===== config.mk =====
export PLATFORM = sky130hd
export DESIGN_NAME = fround_pipe
export DESIGN_NICKNAME = d
export VERILOG_FILES = /design/src/rtl/fround_pipe.sv
export SDC_FILE = /design/constraint.sdc
export NUM_CORES = 1
export LEC_CHECK = 0
export CORE_MARGIN = 4
export CORE_UTILIZATION = 32
export DETAILED_ROUTE_END_ITERATION = 10
export PLACE_DENSITY_LB_ADDON = 0.3
export SETUP_SLACK_MARGIN = 0.5
export SLEW_MARGIN = 30
export SYNTH_ARGS = -nofsm -noshare
export SYNTH_HDL_FRONTEND = slang
export SYNTH_SLANG_ARGS = --single-unit

===== constraint.sdc =====
create_clock -name clk_i -period 4.3 [get_ports clk_i]
set_input_delay 0.86 -clock clk_i [delete_from_list [all_inputs] [get_ports clk_i]]
set_output_delay 0.86 -clock clk_i [all_outputs]
set_load 0.005 [all_outputs]

===== src/rtl/fround_pipe.sv =====
// Pipelined significand rounder. Stage 1 decides whether to round up; the last stage
// increments, renormalises on carry and saturates on overflow. Valid/ready on both sides.
module fround_pipe #(
    parameter int EXP_W  = 8,
    parameter int MAN_W  = 23,
    parameter int GRS_W  = 8,
    parameter int STAGES = 2
) (
    input  logic                 clk_i,
    input  logic                 rst_i,
    input  logic                 valid_i,
    output logic                 ready_o,
    input  logic                 sign_i,
    input  logic [MAN_W+GRS_W:0] sig_i,
    input  logic                 sticky_i,
    input  logic [EXP_W-1:0]     exp_i,
    input  logic [2:0]           rm_i,
    output logic                 valid_o,
    input  logic                 ready_i,
    output logic                 sign_o,
    output logic [MAN_W-1:0]     sig_o,
    output logic [EXP_W-1:0]     exp_o,
    output logic                 nx_o,
    output logic                 of_o
);
    localparam logic [2:0] RM_RNE = 3'b000;
    localparam logic [2:0] RM_RDN = 3'b010;
    localparam logic [2:0] RM_RUP = 3'b011;
    localparam logic [2:0] RM_RMM = 3'b100;

    typedef struct packed {
        logic             sign;
        logic             up;
        logic             nx;
        logic [2:0]       rm;
        logic [MAN_W-1:0] man;
        logic [EXP_W-1:0] exp;
    } dec_t;

    typedef struct packed {
        logic             sign;
        logic [MAN_W-1:0] sig;
        logic [EXP_W-1:0] exp;
        logic             nx;
        logic             of;
    } res_t;

    // The hidden bit is implied by normalisation and never affects the result.
    logic unused_hidden;
    assign unused_hidden = sig_i[MAN_W+GRS_W];

    logic lsb, grd, stk;
    dec_t dec_in;

    always_comb begin
        lsb         = sig_i[GRS_W];
        grd         = sig_i[GRS_W-1];
        stk         = (|sig_i[GRS_W-2:0]) | sticky_i;
        dec_in      = '0;
        dec_in.sign = sign_i;
        dec_in.nx   = grd | stk;
        dec_in.rm   = rm_i;
        dec_in.man  = sig_i[MAN_W+GRS_W-1:GRS_W];
        dec_in.exp  = exp_i;
        case (rm_i)
            RM_RNE:  dec_in.up = grd & (stk | lsb);
            RM_RDN:  dec_in.up = sign_i & (grd | stk);
            RM_RUP:  dec_in.up = ~sign_i & (grd | stk);
            RM_RMM:  dec_in.up = grd;
            default: dec_in.up = 1'b0;
        endcase
    end

    function automatic res_t finish_round(input dec_t d);
        logic [MAN_W:0] r;
        logic [EXP_W:0] e;
        logic           to_inf;
        res_t           o;
        r      = {1'b0, d.man} + {{MAN_W{1'b0}}, d.up};
        e      = {1'b0, d.exp} + {{EXP_W{1'b0}}, r[MAN_W]};
        to_inf = (d.rm == RM_RNE) || (d.rm == RM_RMM) ||
                 (d.rm == RM_RUP && !d.sign) || (d.rm == RM_RDN && d.sign);
        o.sign = d.sign;
        o.nx   = d.nx;
        o.of   = 1'b0;
        // On carry the low MAN_W bits of r are already zero.
        o.sig  = r[MAN_W-1:0];
        o.exp  = e[EXP_W-1:0];
        if (e >= {1'b0, {EXP_W{1'b1}}}) begin
            o.of  = 1'b1;
            o.nx  = 1'b1;
            o.exp = to_inf ? {EXP_W{1'b1}} : {{(EXP_W-1){1'b1}}, 1'b0};
            o.sig = to_inf ? {MAN_W{1'b0}} : {MAN_W{1'b1}};
        end
        return o;
    endfunction

    logic v_out_q, v_out_d;
    res_t res_q, res_d;
    logic adv_out;
    logic src_v;
    res_t src_res;

    assign adv_out = !v_out_q || ready_i;

    generate
        if (STAGES == 2) begin : g_two
            logic v1_q, v1_d;
            dec_t d1_q, d1_d;

            assign ready_o = !v1_q || adv_out;
            assign src_v   = v1_q;
            assign src_res = finish_round(d1_q);

            always_comb begin
                v1_d = v1_q;
                d1_d = d1_q;
                if (ready_o) begin
                    v1_d = valid_i;
                    if (valid_i) d1_d = dec_in;
                end
            end

            always_ff @(posedge clk_i) begin
                if (rst_i) begin
                    v1_q <= 1'b0;
                    d1_q <= '0;
                end else begin
                    v1_q <= v1_d;
                    d1_q <= d1_d;
                end
            end
        end else begin : g_one
            assign ready_o = adv_out;
            assign src_v   = valid_i;
            assign src_res = finish_round(dec_in);
        end
    endgenerate

    always_comb begin
        v_out_d = v_out_q;
        res_d   = res_q;
        if (adv_out) begin
            v_out_d = src_v;
            if (src_v) res_d = src_res;
        end
    end

    always_ff @(posedge clk_i) begin
        if (rst_i) begin
            v_out_q <= 1'b0;
            res_q   <= '0;
        end else begin
            v_out_q <= v_out_d;
            res_q   <= res_d;
        end
    end

    assign valid_o = v_out_q;
    assign sign_o  = res_q.sign;
    assign sig_o   = res_q.sig;
    assign exp_o   = res_q.exp;
    assign nx_o    = res_q.nx;
    assign of_o    = res_q.of;
endmodule


==> summary.md, run 1 <==
The iteration count of the initial detailed-routing pass was 4. The flow ran to the end, and the final reports show no timing, DRC or antenna violations. After detailed routing, the total wire length is 8271 um.

The total clock buffers created by CTS is 9. The floorplan step set the die width to 110 um. The final number of hold-violating endpoints was 0.

The number of antenna diodes in the final layout is 0. The initial cell density of the core was 0.3345; the count of non-filler cells in the finished layout was 639. For this block, the via count after detailed routing is 3,060. Data on the critical path arrives at its endpoint at 3.71 ns. The Yosys step of the flow raised 0 warnings. The deepest level of the CTS H-tree was 3. Detailed placement ended at an HPWL of 6172 um. Synthesis inferred 73 register bits.

85 I/O pins were placed. The setup path with the least slack is of type reg2reg. Internal power comes to 1.193 mW. The fraction of the yosys area taken by sequential cells is 0.4389.

Number of global-route vias before repair: 2,982. Power spread over the standard cell area amounts to 348.0 mW/mm^2. At the pin with the least slew margin, the transition time is 0.8937 ns. The cell count after synthesis came out at 427. The distinct cell type count of the synthesized netlist was 43; the insertion delay of the later-clocked pin in the worst-skew pair was 0.34 ns. The logs give 0.01210 sq mm for the full die area and 0.003329 sq mm for the post-synthesis instance area. Setup violations remaining at the end of the flow were counted as 0.

After global routing the overflow that remains totals 0. For this run, design rule violations remaining after detail routing come to 0. For the global-route usage over all layers, the log shows 0.1448.

The region available for standard cell placement spans 0.009955 sq mm. The logs give 4.53 ns for the endpoint required time on the critical path and 0.004496 sq mm for the design area. The library cell used most frequently in the layout, excluding fill and tap cells, is nand2_1. In the layout the commonest cells are nand2_1, clkdlybuf4s50_1, dfxtp_1.

Clock tree synthesis found a total of 73 sinks. The most frequently used flop master after synthesis was dfxtp_1. TritonCTS built the clock tree. For this design the total switching power over the nets is 0.3715 mW. The worst hold slack came out at 0.4491 ns. The floorplan has 36 rows. In this run the remaining antenna-violating nets after routing total 0. The clock share of power is 0.420. The min-delay analysis places its worst path in the category reg2reg.

The analysis attributes to cell leakage a power of 1.658 nW. Once placement finished, the instance area stood at 0.004225 sq mm. The total negative slack for setup checks was 0 ns. The maximum number of pins on one net before global-route repair was 52; the global-route wire length before repair was 13,860 um. Setup repair after global routing left no endpoint under its margin. Power comes to 1.565 mW. The number of placed instances, taps included, is 621. STA classifies the critical path startpoint as a flop. The number of slew-limit violations in the final report was 0; the total nets after synthesis was 480. The first routing iteration left 120 violations. Counting flops with a built-in enable in the synthesized netlist gives 0.

Of all nets on the critical path, the largest fanout is 15. The ratio of cells with drive above 1 in the final layout was 0.06522. Worst setup skew after layout: 0.01409 ns.

The net switching fraction of the power was 0.2374. The clock passes through at most 2 buffers. After clock tree synthesis, the clock-pin slew on the worst setup and hold paths is 0.09 ns. The layout-stage area growth over the synthesis result came out at 35.02%.

The number of nets in the layout is 554, and the part of the power in combinational logic is 0.107. STA classifies the critical path endpoint as a flop. The logs give 0 for the quantity of hold-fixing buffers added after cts and 0.4042 for the worst slew margin relative to its limit.

Cell chosen for the clock root: clkbuf_8. Each instance of the synthesized netlist takes up on average 7.797 sq um. The share of total power in sequential cells was 0.472; the shortest period the worst path allows was 3.477 ns. The run gives 287.6 MHz as the maximum clock frequency. Across the run, the number of max-cap violations was 0. The count of input and output buffers was 83; the share of the cycle needed by the critical path after routing was 0.8085. IR analysis of the VDD net gives a maximum drop of 0.1265 mV. The overall die height works out to 110 um.

After detailed routing, the number of vias per cell comes to 4.789. After detailed routing, the average wire length per cell comes to 12.94 um. The post-synthesis async set-or-reset flop share was 0; the number of antenna violations at the first check in global routing was 0. The weighted congestion reported at the end of routability-driven placement was 0.7804.
-- power by group through the flow --
stage                     clock network [mW]  registers, mW  logic, mW
after floorplan                            0          0.744     0.0900
after global placement                     0          0.753      0.167
after detailed placement                   0          0.755      0.171
after CTS                              0.679          0.739      0.171
after global routing                   0.710          0.745      0.189
final                                  0.657          0.739      0.168
-- metrics by stage --
stage	utilization	worst slack, ns
2_1_floorplan	-	1.477
3_3_place_gp	0.4245	0.7546
3_5_place_dp	0.4245	0.6285
4_1_cts	0.4493	0.6107
5_1_grt	0.4516	0.5290
6_report	0.4516	0.8233
-- critical path, cell delays in order (launching register included) --
cell and delay [ns]:
dfxtp_1 0.42, and3_1 0.19, nand3_1 0.26, nor3_4 0.39
and4_1 0.31, ha_1 0.30, nand3b_1 0.11, a21o_1 0.20
a221oi_2 0.40, a21o_2 0.28, buf_4 0.22, a31oi_1 0.12
o221a_2 0.17
-- Yosys cell counts, drive strengths merged (3+ instances only) --
cell    instances  area, sq um
nand2         112        420.4
dfxtp          73         1461
a21oi          45        229.0
nor2           38        142.6
o21ai          22        110.1
xor2           16        140.1
buf            14        85.08
clkbuf         13        48.80
nand3          10        50.05
xnor2          10        87.58
nor3            9        50.05
nand4           6        43.79
a311oi          5        43.79
and4            5        43.79
inv             5        18.77
a31oi           4        25.02
ha              4        50.05
or3             4        25.02
a211oi          3        22.52
a21o            3        22.52
and2            3        18.77
and3            3        18.77
nand3b          3        22.52
-- cell type report --
cell class                 instances  area (sq um)
clock buffer                       9         123.9
clock inverter                     7         123.9
fill                            1006          5459
inverter                           5         18.77
multi-input combinational        322          1723
sequential                        73          1461
tap                              133         166.4
timing repair buffer              90         878.3
-- worst paths after layout --
kind / endpoint / cells past startpoint / start / slack [ns]
worst max-delay path: sig_o[1] / 12 / g_two.d1_q[10] / 0.82
worst min register to register: sig_o[15] / 2 / sig_o[15] / 0.45
worst max register to register: sig_o[1] / 12 / g_two.d1_q[10] / 0.82
worst min-delay path: sig_o[15] / 2 / sig_o[15] / 0.45
-- kinds of logic after synthesis --
kind of cell,share of synthesized area
AO/OA/AOI/OAI,0.1657
XOR/XNOR,0.06839
adder cells (fa/ha/maj),0.01503
buffers and inverters,0.04585
flip-flops,0.4389
AND/OR/NAND/NOR,0.2661
-- routing by layer --
layer / wire [um] / global-route usage / up-vias
li1: - / - / 1603
met1: 3867 / 0.1865 / 1382
met2: 3904 / 0.2361 / 73
met3: 451 / 0.02970 / 2
met4: 47 / 0.05877 / 0
met5: 0 / 0 / -
-- state kept, by name, indices dropped and copies added, names as in the netlist --
register	flops
valid_o	1
exp_o	8
sig_o	23
of_o	1
g_two.d1_q	37
g_two.v1_q	1
nx_o	1
sign_o	1
-- repair_timing --
item                                    in CTS  in global routing
endpoints found under the setup margin       0                 13
gates resized for setup                      0                  2
buffers inserted                             0                  2
(Power assumes the default switching activity.)
==> inputs of run 2 (changes only) <==
==> constraint.sdc (replaced) <==
create_clock -name clk_i -period 3.34 [get_ports clk_i]
set_input_delay 0.668 -clock clk_i [delete_from_list [all_inputs] [get_ports clk_i]]
set_output_delay 0.668 -clock clk_i [all_outputs]
set_load 0.005 [all_outputs]
==> run 2 against run 1 <==
  * Clock skew shrank 0.0051 ns
  * Non-clock buffer count increased by 22
  * Worst setup slack got worse by 0.23 ns
  * Hold slack lost 0.0035 ns
  * Sequential power grew 29%
  * Combinational power increased by 43%
==> summary.md, run 2 (same netlist as run 1, synthesis figures left out) <==
Data on the critical path is required at its endpoint by 3.57 ns. The congestion estimate from routability-driven global placement came to 0.7957. Setup total negative slack on the finished layout was measured at 0 ns. Measured in cells, the most critical reg-to-reg path has a length of 12.

In this run the tool buffered the top-level ports with 83 buffer cells. The total overflow left after global routing is 0. Power spread over the standard cell area amounts to 391.8 mW/mm^2. The logs give 0 for the antenna cell count and 85 for the number of top-level pins. The endpoint identified for the worst register-to-register timing path is sig_o[0].

TritonCTS built the clock tree. The total power after layout was 1.899 mW; the worst slew margin relative to its limit was 0.5804. For the final number of hold-violating endpoints, the log shows 0.

The startpoint identified for the worst hold timing path is sig_o[16]. The clock passes through at most 2 buffers. The run gives 0.008963 ns as the worst setup skew after layout. The clock period could shrink to 2.748 ns. Buffers inserted during clock tree synthesis total 9. The die covers 0.01210 sq mm. The initial cell density of the core is 0.3345, and the share of the cycle needed by the critical path after routing is 0.8226.

The logs give 576 for the number of nets in the layout and 3,249 for the total number of vias. Ratio of cells with drive above 1 in the final layout: 0.1591. The largest register by flop count was g_two.d1_q. The routed wire length was 9185 um.

The count of filler cells inserted in the layout came out at 957. Buffers inserted to repair hold after CTS numbered 0. Along the worst hold path, the cell count comes to 2. The number of slew-limit violations in the final report was 0. The arrival time at the worst endpoint was 2.98 ns; the number of antenna violations at the first check in global routing was 0. Setup repair after global routing could not meet its margin everywhere. The logs give 364.0 MHz for the maximum clock frequency and 0.004288 sq mm for the standard cell area after detailed placement.

The cell chosen for the clock root is clkbuf_8. The run finished with clean final reports. The min-delay analysis places its worst path in the category reg2reg. The type of element capturing the critical path was a flop. The run gives 36 as the row count. The logs give 73 for the total number of clock tree sinks and 0.004847 sq mm for the design area. After the first detailed-routing iteration, the DRC count stood at 157. The number of global-route vias before repair was 3,112; the setup violation total in the final timing report was 0.

After clock tree synthesis, the clock-pin slew on the worst setup and hold paths is 0.08 ns. The register with the most flip-flops in the layout has 37 of them. The most frequent standard cell in the layout excluding fill and tap cells was nand2_1.

The worst setup path is launched from a flop. The clock reaches the later pin of the worst-skew pair after 0.34 ns. The deepest level of the CTS H-tree was 3. The top cell types in the final layout, fill and taps aside, are nand2_1, clkdlybuf4s50_1, dfxtp_1.

The area growth from synthesis to layout is 45.58%. The logs give 1.817 nW for the leakage power figure and 0.009955 sq mm for the floorplan core area. Iteration count of the initial detailed-routing pass: 5. For hold timing, the worst endpoint is sig_o[16]. Launching point of the worst reg2reg path: g_two.d1_q[16]. Of all nets on the critical path, the largest fanout is 8. VDD sags by at most 0.1698 mV.

The floorplan step set the die width to 110 um. The global-route usage over all layers came out at 0.1533. The logs give 6394 um for the total half-perimeter wirelength after legalization and detailed placement and 0.59 ns for the worst setup slack for register-to-register paths.

The remaining number of nets flagged by the antenna check after routing was 0. The number of remaining DRC errors was 0; the slew at the pin closest to its max-slew limit was 0.6279 ns. The first global-routing pass estimated 14,570 um of wire.

The run gives 51 as the maximum number of pins on one net before global-route repair. The average wire per cell in the routed design works out to 13.90 um. The run gives 0 as the max-cap violation count. Kind of critical path: reg2reg. The post-detailed-route via-to-cell ratio was 4.915; the overall die height was 110 um.
-- run 2: what timing repair did --
| action | CTS | global route |
|---|---|---|
| buffers inserted | 5 | 12 |
| endpoints found under the setup margin | 30 | 29 |
| cloned | 1 | 1 |
| gates resized for setup | 27 | 23 |
| pin swaps | 5 | 12 |
-- run 2: final cells by class --
cell class / count / area [sq um] / area share
Sequential cell: 73 / 1491 / 0.3077
Inverter: 5 / 18.77 / 0.003872
Tap cell: 133 / 166.4 / 0.03433
Multi-Input combinational cell: 322 / 1848 / 0.3813
Timing Repair Buffer: 112 / 1117 / 0.2305
Clock inverter: 6 / 67.56 / 0.01394
Clock buffer: 10 / 137.6 / 0.02839
-- run 2: worst max-delay path, stage by stage, from the launching register on --
cell and delay [ns]:
dfxtp_2 0.36, and4_4 0.25, nand2_4 0.07, nor3_4 0.21, and4_4 0.30, ha_4 0.18, nor2_1 0.06, o211ai_1 0.29
a221oi_4 0.13, buf_4 0.16, a21oi_4 0.25, nand2_1 0.14, o221a_2 0.26
-- run 2: routing by layer --
| metal | GRT usage | wire (um) | vias up |
|---|---|---|---|
| met4 | 0.05521 | 109 | 0 |
| li1 | - | - | 1648 |
| met3 | 0.03145 | 538 | 9 |
| met5 | 0 | 0 | - |
| met1 | 0.1914 | 4053 | 1506 |
| met2 | 0.2608 | 4483 | 86 |
-- run 2: report_power, final --
group	switching, mW	internal [mW]	leakage (nW)
Sequential	0.0416	0.910	0.604
Combinational	0.105	0.135	1.13
Clock	0.342	0.365	0.0868
-- run 2: metrics by stage --
stage | util | cells | setup slack [ns] | hold slack [ns]
finish | 0.4869 | 661 | 0.5924 | 0.4456
global route | 0.4869 | 661 | 0.4433 | 0.4718
CTS | 0.4681 | 648 | 0.5203 | 0.4490
detailed placement | 0.4307 | 626 | 0.2178 | 0.4384
global placement | 0.4307 | 626 | 0.2830 | 0.4368
floorplan | - | 427 | 0.5174 | 0.4363
-- run 2: worst max path at each step --
stage / startpoint / to / slack, ns / cells after the start
3_5_place_dp: g_two.d1_q[13] / sig_o[5] / 0.22 / 11
3_3_place_gp: g_two.d1_q[13] / sig_o[1] / 0.28 / 11
5_1_grt: g_two.d1_q[14] / exp_o[0] / 0.44 / 12
2_1_floorplan: g_two.d1_q[10] / sig_o[19] / 0.52 / 12
4_1_cts: g_two.d1_q[8] / sig_o[5] / 0.52 / 13
6_report: g_two.d1_q[16] / sig_o[0] / 0.59 / 12
==> inputs of run 3 (changes only) <==
==> constraint.sdc (replaced) <==
create_clock -name clk_i -period 2.7 [get_ports clk_i]
set_input_delay 0.54 -clock clk_i [delete_from_list [all_inputs] [get_ports clk_i]]
set_output_delay 0.54 -clock clk_i [all_outputs]
set_load 0.005 [all_outputs]
==> run 3 against run 2 <==
  * The flow now finishes with violations (setup timing)
  * Die area unchanged
  * Design area increased by 3.5%
  * Worst setup slack got worse by 0.61 ns
  * Cell count increased by 2.4%
  * Flip-flop and latch count unchanged
  * Combinational power increased by 33%
  * First-iteration DRC count decreased by 11%
  * Core utilization increased by 1.7 points
  * Non-clock buffer count increased by 16
  * Clock skew increased by 0.0042 ns
  * Critical path type unchanged
==> summary.md, run 3 (same netlist as run 1, synthesis figures left out) <==
The run finished, with violations left. The checks that failed: setup timing. The type of element capturing the critical path is a flop. The number of global-route vias before repair is 3,130, and the share of the cycle needed by the critical path after routing is 1.008. The row count came out at 36. For this block, the routed nets add up to 9025 um of wire. The first TritonRoute pass finished after 4 iterations. Destination of the worst register-to-register timing path: sig_o[1]. The path depth of the worst reg2reg path is 13.

VDD sags by at most 0.2626 mV. Type of origin of the critical path: a flop. Summed over all nets, the half-perimeter wirelength after detailed placement is 6636 um. The worst hold path begins at sig_o[6].

The max-cap violation count was 0. The die is 110 um wide. Flip-flop count of the largest register, all copies and words added: 37.

The tree is rooted in a clkbuf_8. Relative to the synthesized area, the layout overhead comes to 50.62%. The deepest level of the CTS H-tree is 3. In this run the tool buffered the top-level ports with 83 buffer cells.

Entering global routing, the biggest net connects 40 pins. Setup repair after global routing could not meet its margin everywhere. TritonCTS built the clock tree.

The worst hold path was traced through 2 stages. The total number of vias is 3,253, and the global-route usage over all layers is 0.1519. The worst register-to-register path has a setup slack of -0.02 ns. The final worst slack was -0.02145 ns. The logs give 9 for the total clock buffers created by CTS and 0 for the final number of hold-violating endpoints. During I/O placement, the number of pins put on the boundary was 85. The remaining number of nets flagged by the antenna check after routing is 0, and the global-route wire length before repair is 14,470 um. In this run the static leakage power is 1.920 nW. The number of remaining DRC errors was 0; the overall die height was 110 um.

In this run the worst hold path is classified as reg2reg. The ratio of cells with drive above 1 in the final layout is 0.1930. The run gives 0.3345 as the initial cell density of the core. The launching point of the worst reg2reg path was g_two.d1_q[15]. The number of antenna violations at the first check in global routing came out at 0. The logs give 0.34 ns for the insertion delay of the later-clocked pin in the worst-skew pair and 644 for the placed cell count. The number of buffers on the longest clock path was 2; the slew at the pin closest to its max-slew limit was 0.5011 ns. The run gives 0 as the antenna cell count. The floorplan step defined a core boundary enclosing 0.009955 sq mm.

Of all nets on the critical path, the largest fanout is 7. The power density over cell area works out to 452.8 mW/mm^2. The worst hold path terminates at sig_o[6]. Routability-driven placement finished with a final weighted congestion of 0.8185. The worst setup skew after layout came out at 0.01316 ns. Clock-pin slew was measured on the worst setup and hold paths at 0.08 ns. Dividing the detail-routed wire length by the instance count gives 13.33 um.

The shortest period the worst path allows was 2.721 ns. Full die area: 0.01210 sq mm. Timing would allow up to 367.5 MHz.

Kind of critical path: reg2reg. Excluding fillers, the count of instances in the completed layout stands at 677. The library cells used most frequently in the layout, excluding fill and tap cells, are nand2_1, clkdlybuf4s50_1, dfxtp_1. The logs give 2.95 ns for the arrival time at the worst endpoint and 0 for the number of slew-limit violations in the final report. The final layout contains 592 nets.

For the setup violation total in the final timing report, the log shows 3. The register with the most flip-flops in the final layout is g_two.d1_q. The tools report the count of filler cells inserted in the layout as 932. The library cell used most frequently in the layout, excluding fill and tap cells, is nand2_1.

Using the TritonRoute via totals, the vias-per-cell ratio works out to 4.805. For this run the aggregate overflow at the end of global routing stands at 0. In the final timing run, aggregate negative setup slack is -0.03966 ns. Clock tree synthesis found a total of 73 sinks.

In this run, the number of DRC markers left after iteration 0 of detailed routing was 139. The worst slew margin relative to its limit is 0.6659. STA puts the critical path data required time at 2.93 ns.
-- run 3: cell types whose count changed in the layout (fill, tap and decap cells not counted), sizes merged --
cell and change:
buf +16, bufinv -1, clkdlybuf4s50 -1, clkinv +2, clkinvlp -1, dlygate4sd2 +1
-- run 3: worst max-delay path, stage by stage, from the launching register on --
cell	delay [ns]
dfxtp_2	0.34
and4_4	0.26
nand2_4	0.07
nor3_4	0.22
and4_4	0.29
ha_4	0.16
buf_6	0.10
nor2_2	0.03
o211ai_1	0.27
a221oi_4	0.14
buf_4	0.16
a21oi_4	0.23
nand2_2	0.11
o221a_2	0.23
-- run 3: power by group --
part           switching (mW)  internal (mW)
Combinational           0.140          0.180
Clock                   0.418          0.358
Sequential             0.0462           1.13
-- run 3: final cells by class --
| type | instances | area [sq um] | share of cell area |
|---|---|---|---|
| repair buffers | 128 | 1269 | 0.2530 |
| inverters | 5 | 18.77 | 0.003743 |
| flip-flops and latches | 73 | 1478 | 0.2947 |
| well taps | 133 | 166.4 | 0.03318 |
| clock buffers | 10 | 137.6 | 0.02745 |
| multi-input cells | 322 | 1902 | 0.3792 |
| clock inverters | 6 | 43.79 | 0.008733 |
-- run 3: what timing repair did --
item                                    in CTS  in global routing
gates resized for setup                     29                  8
gates cloned                                 1                  1
hold buffers                                 0                  0
endpoints found under the setup margin      34                 33
pin swaps                                   24                 11
setup buffers                               11                  4
-- run 3: stage by stage --
step / hold WS, ns / setup slack [ns] / util / total power, mW / instance area (sq um)
global placement: 0.4349 / 0.01124 / 0.4539 / 1.493 / 4518
detailed placement: 0.4398 / -0.02306 / 0.4539 / 1.500 / 4518
finish: 0.4451 / -0.02145 / 0.5038 / 2.271 / 5015
global route: 0.4673 / -0.1384 / 0.5038 / 2.392 / 5015
floorplan: 0.4363 / 0.1142 / - / 1.333 / 3420
CTS: 0.4517 / 0.04730 / 0.4938 / 2.285 / 4916
-- run 3: metal layers --
layer / wire length, um / part of all wire / GRT usage
met5: 0 / 0 / 0
met4: 78 / 0.0086 / 0.05343
met3: 449 / 0.050 / 0.03203
met2: 4474 / 0.50 / 0.2608
met1: 4022 / 0.45 / 0.1877
-- run 3: how the worst max path moves through the flow --
| stage | start | to | slack (ns) | depth (start not counted) |
|---|---|---|---|---|
| after floorplan | g_two.d1_q[13] | sig_o[19] | 0.11 | 12 |
| after global placement | g_two.d1_q[16] | nx_o | 0.01 | 12 |
| after detailed placement | g_two.d1_q[16] | nx_o | -0.02 | 12 |
| after CTS | g_two.d1_q[18] | sig_o[0] | 0.05 | 13 |
| after global routing | g_two.d1_q[15] | sig_o[1] | -0.14 | 13 |
| final | g_two.d1_q[15] | sig_o[1] | -0.02 | 13 |
